## src/rtl/fetch_queue_pkg.sv

```systemverilog
// Shared types for the two-wide fetch stage and its instruction queue.
// Fetch-decode control packets, queue entry layout and fetch FSM states.
package fetch_queue_pkg;

    localparam int FETCH_WIDTH = 2;

    typedef struct packed {
        logic branch;
        logic cond_branch;
        logic uncond_branch;
        logic halt;
        logic illegal;
    } FD_control_t;

    typedef struct packed {
        logic [31:0] inst;
        logic [63:0] pc;
        FD_control_t ctrl;
    } fetch_entry_t;

    typedef enum logic {
        FETCH,
        HALTED
    } fetch_state_e;

endpackage

```

## src/rtl/fetch_queue_if.sv

```systemverilog
// Instruction memory port of the fetch stage, carrying the returned pair
// together with its per-slot fetch-decode control packets.
interface fetch_queue_if;
    import fetch_queue_pkg::*;

    logic [63:0] proc2imem_addr;
    logic [63:0] imem2proc_data;
    logic        imem2proc_valid;
    FD_control_t fd_ctrl0;
    FD_control_t fd_ctrl1;

    modport master (
        output proc2imem_addr,
        input  imem2proc_data,
        input  imem2proc_valid,
        input  fd_ctrl0,
        input  fd_ctrl1
    );

    modport slave (
        input  proc2imem_addr,
        output imem2proc_data,
        output imem2proc_valid,
        output fd_ctrl0,
        output fd_ctrl1
    );

endinterface

```

## src/rtl/fetch_group_select.sv

```systemverilog
// Combinational fetch-group former: picks the kept slots of the returned
// pair, the group size, the fall-through next pc and whether a halt ends it.
module fetch_group_select
    import fetch_queue_pkg::*;
#(
    parameter int PC_W = 64
) (
    input  logic [PC_W-1:0] pc,
    input  FD_control_t     ctrl0,
    input  FD_control_t     ctrl1,
    output logic [1:0]      keep,
    output logic [1:0]      size,
    output logic [PC_W-1:0] next_pc,
    output logic            halt_seen
);

    logic [PC_W-1:0] line;
    logic            cand0;
    logic            stop0;
    logic            unused_bits;

    assign line  = {pc[PC_W-1:3], 3'b000};
    assign cand0 = ~pc[2];
    assign stop0 = cand0 & (ctrl0.branch | ctrl0.halt);

    // Only branch/halt steer grouping; the rest of the packet rides along.
    assign unused_bits = ^{pc[1:0], ctrl0, ctrl1};

    always_comb begin
        keep      = 2'b10;
        size      = 2'd1;
        next_pc   = line + PC_W'(8);
        halt_seen = ctrl1.halt;
        if (stop0) begin
            keep      = 2'b01;
            size      = 2'd1;
            next_pc   = line + PC_W'(4);
            halt_seen = ctrl0.halt;
        end else if (cand0) begin
            keep = 2'b11;
            size = 2'd2;
        end
    end

endmodule

```

## src/rtl/fetch_queue.sv

```systemverilog
// Two-wide fetch stage and circular instruction queue feeding dispatch.
// Groups are enqueued whole or not at all; redirect flushes and restarts.
module fetch_queue
    import fetch_queue_pkg::*;
#(
    parameter int QUEUE_DEPTH = 8,
    parameter int PC_W        = 64
) (
    input  logic                         clock,
    input  logic                         reset,
    fetch_queue_if.master                imem,
    input  logic                         redirect_valid,
    input  logic [PC_W-1:0]              redirect_pc,
    input  logic [1:0]                   deq_count,
    output logic [31:0]                  out_inst [FETCH_WIDTH],
    output logic [PC_W-1:0]              out_pc   [FETCH_WIDTH],
    output FD_control_t                  out_ctrl [FETCH_WIDTH],
    output logic [1:0]                   out_valid,
    output logic [$clog2(QUEUE_DEPTH):0] queue_count,
    output logic                         halted
);

    localparam int AW = $clog2(QUEUE_DEPTH);
    localparam int CW = AW + 1;

    fetch_state_e    state;
    fetch_state_e    state_next;
    logic [PC_W-1:0] pc;
    logic [PC_W-1:0] pc_next;
    logic [PC_W-1:0] grp_next_pc;
    logic [PC_W-1:0] line;
    logic [1:0]      keep;
    logic [1:0]      grp_size;
    logic            halt_seen;
    logic            enq;
    logic [1:0]      enq_n;
    logic [1:0]      deq_n;
    logic [1:0]      avail;
    logic [CW-1:0]   free;

    logic [AW-1:0]   head;
    logic [AW-1:0]   tail;
    logic [CW-1:0]   count;
    fetch_entry_t    mem [QUEUE_DEPTH];
    fetch_entry_t    wr0;
    fetch_entry_t    wr1;

    fetch_group_select #(
        .PC_W (PC_W)
    ) u_sel (
        .pc        (pc),
        .ctrl0     (imem.fd_ctrl0),
        .ctrl1     (imem.fd_ctrl1),
        .keep      (keep),
        .size      (grp_size),
        .next_pc   (grp_next_pc),
        .halt_seen (halt_seen)
    );

    assign line = {pc[PC_W-1:3], 3'b000};
    assign free = CW'(QUEUE_DEPTH) - count;
    assign enq  = (state == FETCH) && imem.imem2proc_valid
                  && (free >= CW'(grp_size));

    assign enq_n = (enq && !redirect_valid) ? grp_size : 2'd0;
    assign deq_n = redirect_valid ? 2'd0 : deq_count;

    // Kept slots are packed contiguously starting at tail.
    always_comb begin
        wr0 = '{inst: imem.imem2proc_data[31:0],
                pc:   64'(line),
                ctrl: imem.fd_ctrl0};
        wr1 = '{inst: imem.imem2proc_data[63:32],
                pc:   64'(line + PC_W'(4)),
                ctrl: imem.fd_ctrl1};
        if (!keep[0]) begin
            wr0 = wr1;
        end
    end

    always_comb begin
        state_next = state;
        pc_next    = pc;
        if (redirect_valid) begin
            state_next = FETCH;
            pc_next    = redirect_pc;
        end else if (enq) begin
            pc_next = grp_next_pc;
            if (halt_seen) begin
                state_next = HALTED;
            end
        end
    end

    always_ff @(posedge clock) begin
        if (reset) begin
            state <= FETCH;
            pc    <= '0;
            head  <= '0;
            tail  <= '0;
            count <= '0;
        end else begin
            state <= state_next;
            pc    <= pc_next;
            if (redirect_valid) begin
                head  <= '0;
                tail  <= '0;
                count <= '0;
            end else begin
                head  <= head + AW'(deq_n);
                tail  <= tail + AW'(enq_n);
                count <= count + CW'(enq_n) - CW'(deq_n);
            end
        end
    end

    always_ff @(posedge clock) begin
        if (!reset && enq_n != 2'd0) begin
            mem[tail] <= wr0;
            if (enq_n == 2'd2) begin
                mem[tail + AW'(1)] <= wr1;
            end
        end
    end

    always_comb begin
        for (int i = 0; i < FETCH_WIDTH; i++) begin
            out_inst[i] = mem[head + AW'(i)].inst;
            out_pc[i]   = PC_W'(mem[head + AW'(i)].pc);
            out_ctrl[i] = mem[head + AW'(i)].ctrl;
        end
    end

    assign out_valid = (count == '0)      ? 2'b00 :
                       (count == CW'(1))  ? 2'b01 : 2'b11;
    assign avail     = out_valid[1] ? 2'd2 : {1'b0, out_valid[0]};

    assign queue_count         = count;
    assign halted              = (state == HALTED);
    assign imem.proc2imem_addr = 64'(line);

    assert property (@(posedge clock) disable iff (reset)
        deq_count <= avail);

endmodule

```

## src/flat_wrapper.sv

```systemverilog
// flat-port wrapper written by rule: the top's interface ports become plain ports
module fetch_queue_flat import fetch_queue_pkg::*;
#(
    parameter int QUEUE_DEPTH = 8,
    parameter int PC_W        = 64
)
  (clock, reset, redirect_valid, redirect_pc, deq_count, out_inst, out_pc, out_ctrl, out_valid, queue_count, halted, imem_proc2imem_addr, imem_imem2proc_data, imem_imem2proc_valid, imem_fd_ctrl0, imem_fd_ctrl1);
  fetch_queue_if imem_i ();
  input  logic clock;
  input  logic reset;
  input  logic redirect_valid;
  input  logic [PC_W-1:0] redirect_pc;
  input  logic [1:0] deq_count;
  output logic [31:0] out_inst[FETCH_WIDTH];
  output logic [PC_W-1:0] out_pc[FETCH_WIDTH];
  output FD_control_t out_ctrl[FETCH_WIDTH];
  output logic [1:0] out_valid;
  output logic [$clog2(QUEUE_DEPTH):0] queue_count;
  output logic halted;
  output wire logic [$bits(imem_i.proc2imem_addr)-1:0] imem_proc2imem_addr;
  input wire logic [$bits(imem_i.imem2proc_data)-1:0] imem_imem2proc_data;
  input wire logic [$bits(imem_i.imem2proc_valid)-1:0] imem_imem2proc_valid;
  input wire logic [$bits(imem_i.fd_ctrl0)-1:0] imem_fd_ctrl0;
  input wire logic [$bits(imem_i.fd_ctrl1)-1:0] imem_fd_ctrl1;
  assign imem_proc2imem_addr = imem_i.proc2imem_addr;
  assign imem_i.imem2proc_data = imem_imem2proc_data;
  assign imem_i.imem2proc_valid = imem_imem2proc_valid;
  assign imem_i.fd_ctrl0 = imem_fd_ctrl0;
  assign imem_i.fd_ctrl1 = imem_fd_ctrl1;
  fetch_queue #(.QUEUE_DEPTH(QUEUE_DEPTH), .PC_W(PC_W)) u_core (.clock(clock), .reset(reset), .imem(imem_i), .redirect_valid(redirect_valid), .redirect_pc(redirect_pc), .deq_count(deq_count), .out_inst(out_inst), .out_pc(out_pc), .out_ctrl(out_ctrl), .out_valid(out_valid), .queue_count(queue_count), .halted(halted));
endmodule
```

## config.mk

```make
export PLATFORM = sky130hd
export DESIGN_NAME = fetch_queue_flat
export DESIGN_NICKNAME = d
export VERILOG_FILES = /design/src/rtl/fetch_queue_pkg.sv /design/src/rtl/fetch_queue_if.sv /design/src/rtl/fetch_group_select.sv /design/src/rtl/fetch_queue.sv /design/src/flat_wrapper.sv
export SDC_FILE = /design/constraint.sdc
export NUM_CORES = 2
export LEC_CHECK = 0
export ABC_AREA = 0
export BUFFER_PORTS_ARGS = -buffer_cell sky130_fd_sc_hd__buf_2
export CORE_ASPECT_RATIO = 1.25
export CORE_MARGIN = 1.5
export CORE_UTILIZATION = 50
export CTS_CLUSTER_DIAMETER = 100
export DETAILED_ROUTE_END_ITERATION = 7
export HOLD_SLACK_MARGIN = 0.03
export PLACE_DENSITY = 0.79
export SLEW_MARGIN = 10
export SYNTH_ARGS = -nofsm -noshare
export SYNTH_HDL_FRONTEND = slang
export SYNTH_HIERARCHICAL = 1
export SYNTH_SLANG_ARGS = --single-unit
```

## constraint.sdc

```tcl
create_clock -name clock -period 7 [get_ports clock]
set_input_delay 1.75 -clock clock [delete_from_list [all_inputs] [get_ports clock]]
set_output_delay 1.75 -clock clock [all_outputs]
set_load 0.005 [all_outputs]
```

**Yosys cells after proc, flatten, opt, wreduce, memory -nomap -nowiden**

Memories as Yosys holds them, arrays and structs flattened. A register that Yosys moved wholly into a read port is not among the register bits.
Cells that the tools add are included.

- Add/subtract/negate cells: 9
- Order comparisons: 1
- Eq/ne operators: 2
- Multiplexer cells: 19
- Bitwise gates (word level): 4
- Reductions and logical operators: 11

Operators by type and width:

| operator | count |
|---|---|
| two-way mux 64 bit | 3 |
| two-way mux 101 bit | 1 |
| adder 64 x 3 -> 64 bit, second input constant | 1 |
| adder 64 x 4 -> 64 bit, second input constant | 1 |
| two-way mux 2 bit | 6 |
| two-way mux 1 bit | 8 |
| adder 3 x 1 -> 3 bit, second input constant | 2 |
| adder 3 x 2 -> 3 bit | 2 |
| adder 4 x 2 -> 4 bit | 1 |
| equality test 4 x 1 -> 1 bit, second input constant | 1 |
| greater-or-equal comparator 4 x 2 -> 1 bit | 1 |
| logical AND 1 bit | 4 |
| logical NOT 4 bit | 1 |
| nonzero test 2 bit | 2 |
| subtractor 4 x 2 -> 4 bit | 1 |
| subtractor 4 bit, first input constant | 1 |
| two-way mux 3 bit | 1 |
| equality test 2 bit, second input constant | 1 |
| logical NOT 1 bit | 2 |
| inverter 1 bit | 2 |
| AND reduction 2 bit | 1 |
| OR reduction 2 bit | 1 |
| AND 1 bit | 1 |
| OR 1 bit | 1 |

- Flip-flop bits (word level): 75
- RAM bits: 808
- Output and inout bits: 273
- Logic and storage cells: 52
- Memories: 1

Memory list:

| memory | words | bits a word | rd ports | clocked after memory_dff | wr ports | RTL line | text |
|---|---|---|---|---|---|---|---|
| u_core.mem | 8 | 101 | 2 | 1 | 2 | fetch_queue.sv:44 | `fetch_entry_t mem [QUEUE_DEPTH];` |

**Logic depth before layout (Yosys ltp)**

- Depth in word-level cells: 11
- Mapped depth: 17
- Depth with buffers taken out: 15

**Cells and area by module**

The synthesis kept the hierarchy.

By module, submodules not included:

| module | times used | cells each | area each (sq um) | seq. area each (sq um) |
|---|---|---|---|---|
| fetch_queue | 1 | 3048 | 46953.8 | 25204.2 |
| fetch_group_select | 1 | 218 | 1435.1 | 0.0 |

**Worst setup path after synthesis**

OpenSTA, ideal clock, no wires.

- Path kind: input -> register
- Start: input imem_fd_ctrl0[1]
- End: memory u_core/mem[3][0] in the netlist's numbering (enable)
- Setup time: 452 ps
- Arrival time: 5496 ps
- Required time: 6548 ps
- Path slack: 1053 ps
- Cell stages on the path: 7
- Buffers on the path: 1
- Cell sequence: nor3_1 -> inv_1 -> or4_4 -> a2111oi_2 -> nor2_1 -> buf_2 -> inv_1

RTL lines:

| what | RTL line | text |
|---|---|---|
| start, declared | flat_wrapper.sv:23 | `input wire logic [$bits(imem_i.fd_ctrl0)-1:0] imem_fd_ctrl0;` |
| end, declared | fetch_queue.sv:44 |  |

==> out/results.ini <==
[status]
status = finished, final reports clean

[timing]
finalSetupTns_ns = 0
slew_viol_final = 0
hold_viol = 0
period_share = 0.7827
max_freq_mhz = 182.5
worstMarginPinSlew_ns = 1.074
finalWorstSetupSlack_ns = 1.521
final-setup-viol-count = 0
rsz0062_at_grt = no
fin_worst_skew_ns = 0.03352
relSlewSlack = 0.2784
fin_crit_ns = 5.479

[worst_setup_path]
crit_required_ns = 5.25
cp_cell_sequence = buf_4 -> buf_4 -> mux4_2 -> mux2_2 -> buf_2
endpoint_kind = output port
critPathLaunchType = flip-flop
worst_path_largest_cell_delay_ns = 0.69
worst_path_most_repeated_cell = buf_4
r2r_cells = 14
cp.arrival_ns = 3.73
cp_slowest_cell = buf_4
cp_num_cells = 5
crit_type = reg2out
worst-path-buf-inv = 3
path_delay_family = buffers and inverters
path_max_fanout = 42

[clock_tree]
cts_buffer_depth = 3
postCtsHoldBufs = 0
htree_levels = 3
cts-buffers-inserted = 90
clock-sinks = 865
cts_root_buffer = clkbuf_16
postCtsSetupBuffers = 0
cts_resized = 0
cts_tree = done
clock_latency_ns = 0.65
cts.clk_slew.worst_paths_ns = 0.07

[floorplan]
num_rows = 127
die_w_um = 281.0
die_h_um = 350.4
ios = 417
start_util = 0.5040
coreArea_sq_um = 95820
dieArea_sq_um = 98460

[global_route]
gr-total-overflow = 0
grt_pass1_wl_um = 197700
antenna_found_initial = 10
grt_max_degree = 101
grt_pass1_vias = 31240
gr-usage-all-layers = 0.2724

[min_path]
min_path_type = reg2reg
holdPathStages = 2

[placed_design]
dp.final_hpwl_um = 81880
io_buffers = 407
place_ws_ns = 0.9693
place_area_sq_um = 51010
gp_congestion = 0.8275

[route]
ant_nets = 0
wl_um = 136000
drt_first_pass_iters = 5
route.vias.total = 31080
wl_per_cell_um = 28.28
drtIter0Drc = 3214
viasPerCell = 6.464
drc = 0

[power_and_ir_drop]
cellPowerDensity_nw_per_um2 = 220.5
p_switching_mw = 2.864
vdd_ir_drop_max_v = 0.0001869
comb_power_share = 0.106
power.share.switching = 0.2406
total_power_mw = 11.90
p_int_mw = 9.039
leakage_nw = 17.51
clockPowerShare = 0.408
seqPwrFrac = 0.486

[final_layout]
syn_to_final_growth_pct = 11.80
drive_gt1_frac = 0.3787
layout.nets = 3612
stdcell_area_sq_um = 53990

[synthesis]
yosys_warnings = 6
synthCells = 3253
netlist_area_sq_um = 48290
avgSynthCellArea_sq_um = 14.84

[flow_run]
maxCapViolCount = 0

state kept, by name, summed over array words and instances, names as in the netlist:
name                flops
u_core/mem            792
u_core/pc              62
u_core/queue_count      4
u_core/head             3
u_core/tail             3
u_core/halted           1
power groups by stage:
stage               clock network, mW  logic (mW)  registers, mW
finish                           4.86        1.26           5.78
global placement                    0        1.24           5.88
global route                     5.11        1.35           5.79
detailed placement                  0        1.26           5.89
floorplan                           0       0.867           5.82
CTS                              4.92        1.26           5.78
cell usage in the layout, fill, tap and decap left out, drive strengths merged, types with 24 or more instances in the layout:
| master | count |
|---|---|
| a21oi | 68 |
| a221oi | 62 |
| a22o | 296 |
| and2 | 435 |
| buf | 483 |
| clkbuf | 109 |
| clkinv | 31 |
| dfxtp | 81 |
| edfxtp | 784 |
| inv | 92 |
| mux2 | 236 |
| mux4 | 396 |
| nand2 | 96 |
| nand3 | 30 |
| nand4 | 24 |
| nor2 | 30 |
| nor2b | 63 |
| xnor2 | 48 |
worst min-delay path: stages (launching register included):
cell and delay (ns):
dfxtp_1 0.33, nand2_1 0.06, a221oi_1 0.06
worst paths after layout:
path,from,end,slack (ns)
setup / recovery,u_core/head[0],out_inst[51],1.52
hold / removal,u_core/pc[56],u_core/pc[56],0.51
setup reg to reg,u_core/pc[2],u_core/queue_count[3],2.56
hold reg to reg,u_core/pc[56],u_core/pc[56],0.51
metrics by stage:
step	hold slack (ns)	util	cells
2_1_floorplan	0.4625	-	3259
3_3_place_gp	0.4874	0.5324	4648
3_5_place_dp	0.4942	0.5324	4648
4_1_cts	0.5027	0.5634	4805
5_1_grt	0.5249	0.5634	4805
6_report	0.5110	0.5634	4808
layer usage:
metal / up-vias / global-route usage / routed length (um)
met5: - / 0 / 211
met4: 16 / 0.1248 / 6094
met3: 383 / 0.05214 / 13180
met2: 1887 / 0.4579 / 67370
met1: 15710 / 0.3412 / 49100
li1: 13090 / - / -
layout make-up:
type / instances / area, sq um
clock buffer: 109 / 2457
fill: 7355 / 41830
tap: 1290 / 1614
timing repair buffer: 483 / 2825
inverter: 88 / 335.3
sequential: 865 / 25180
clock inverter: 48 / 508.0
antenna: 3 / 7.507
multi-input combinational: 1922 / 21060
(Power assumes the default switching activity.)
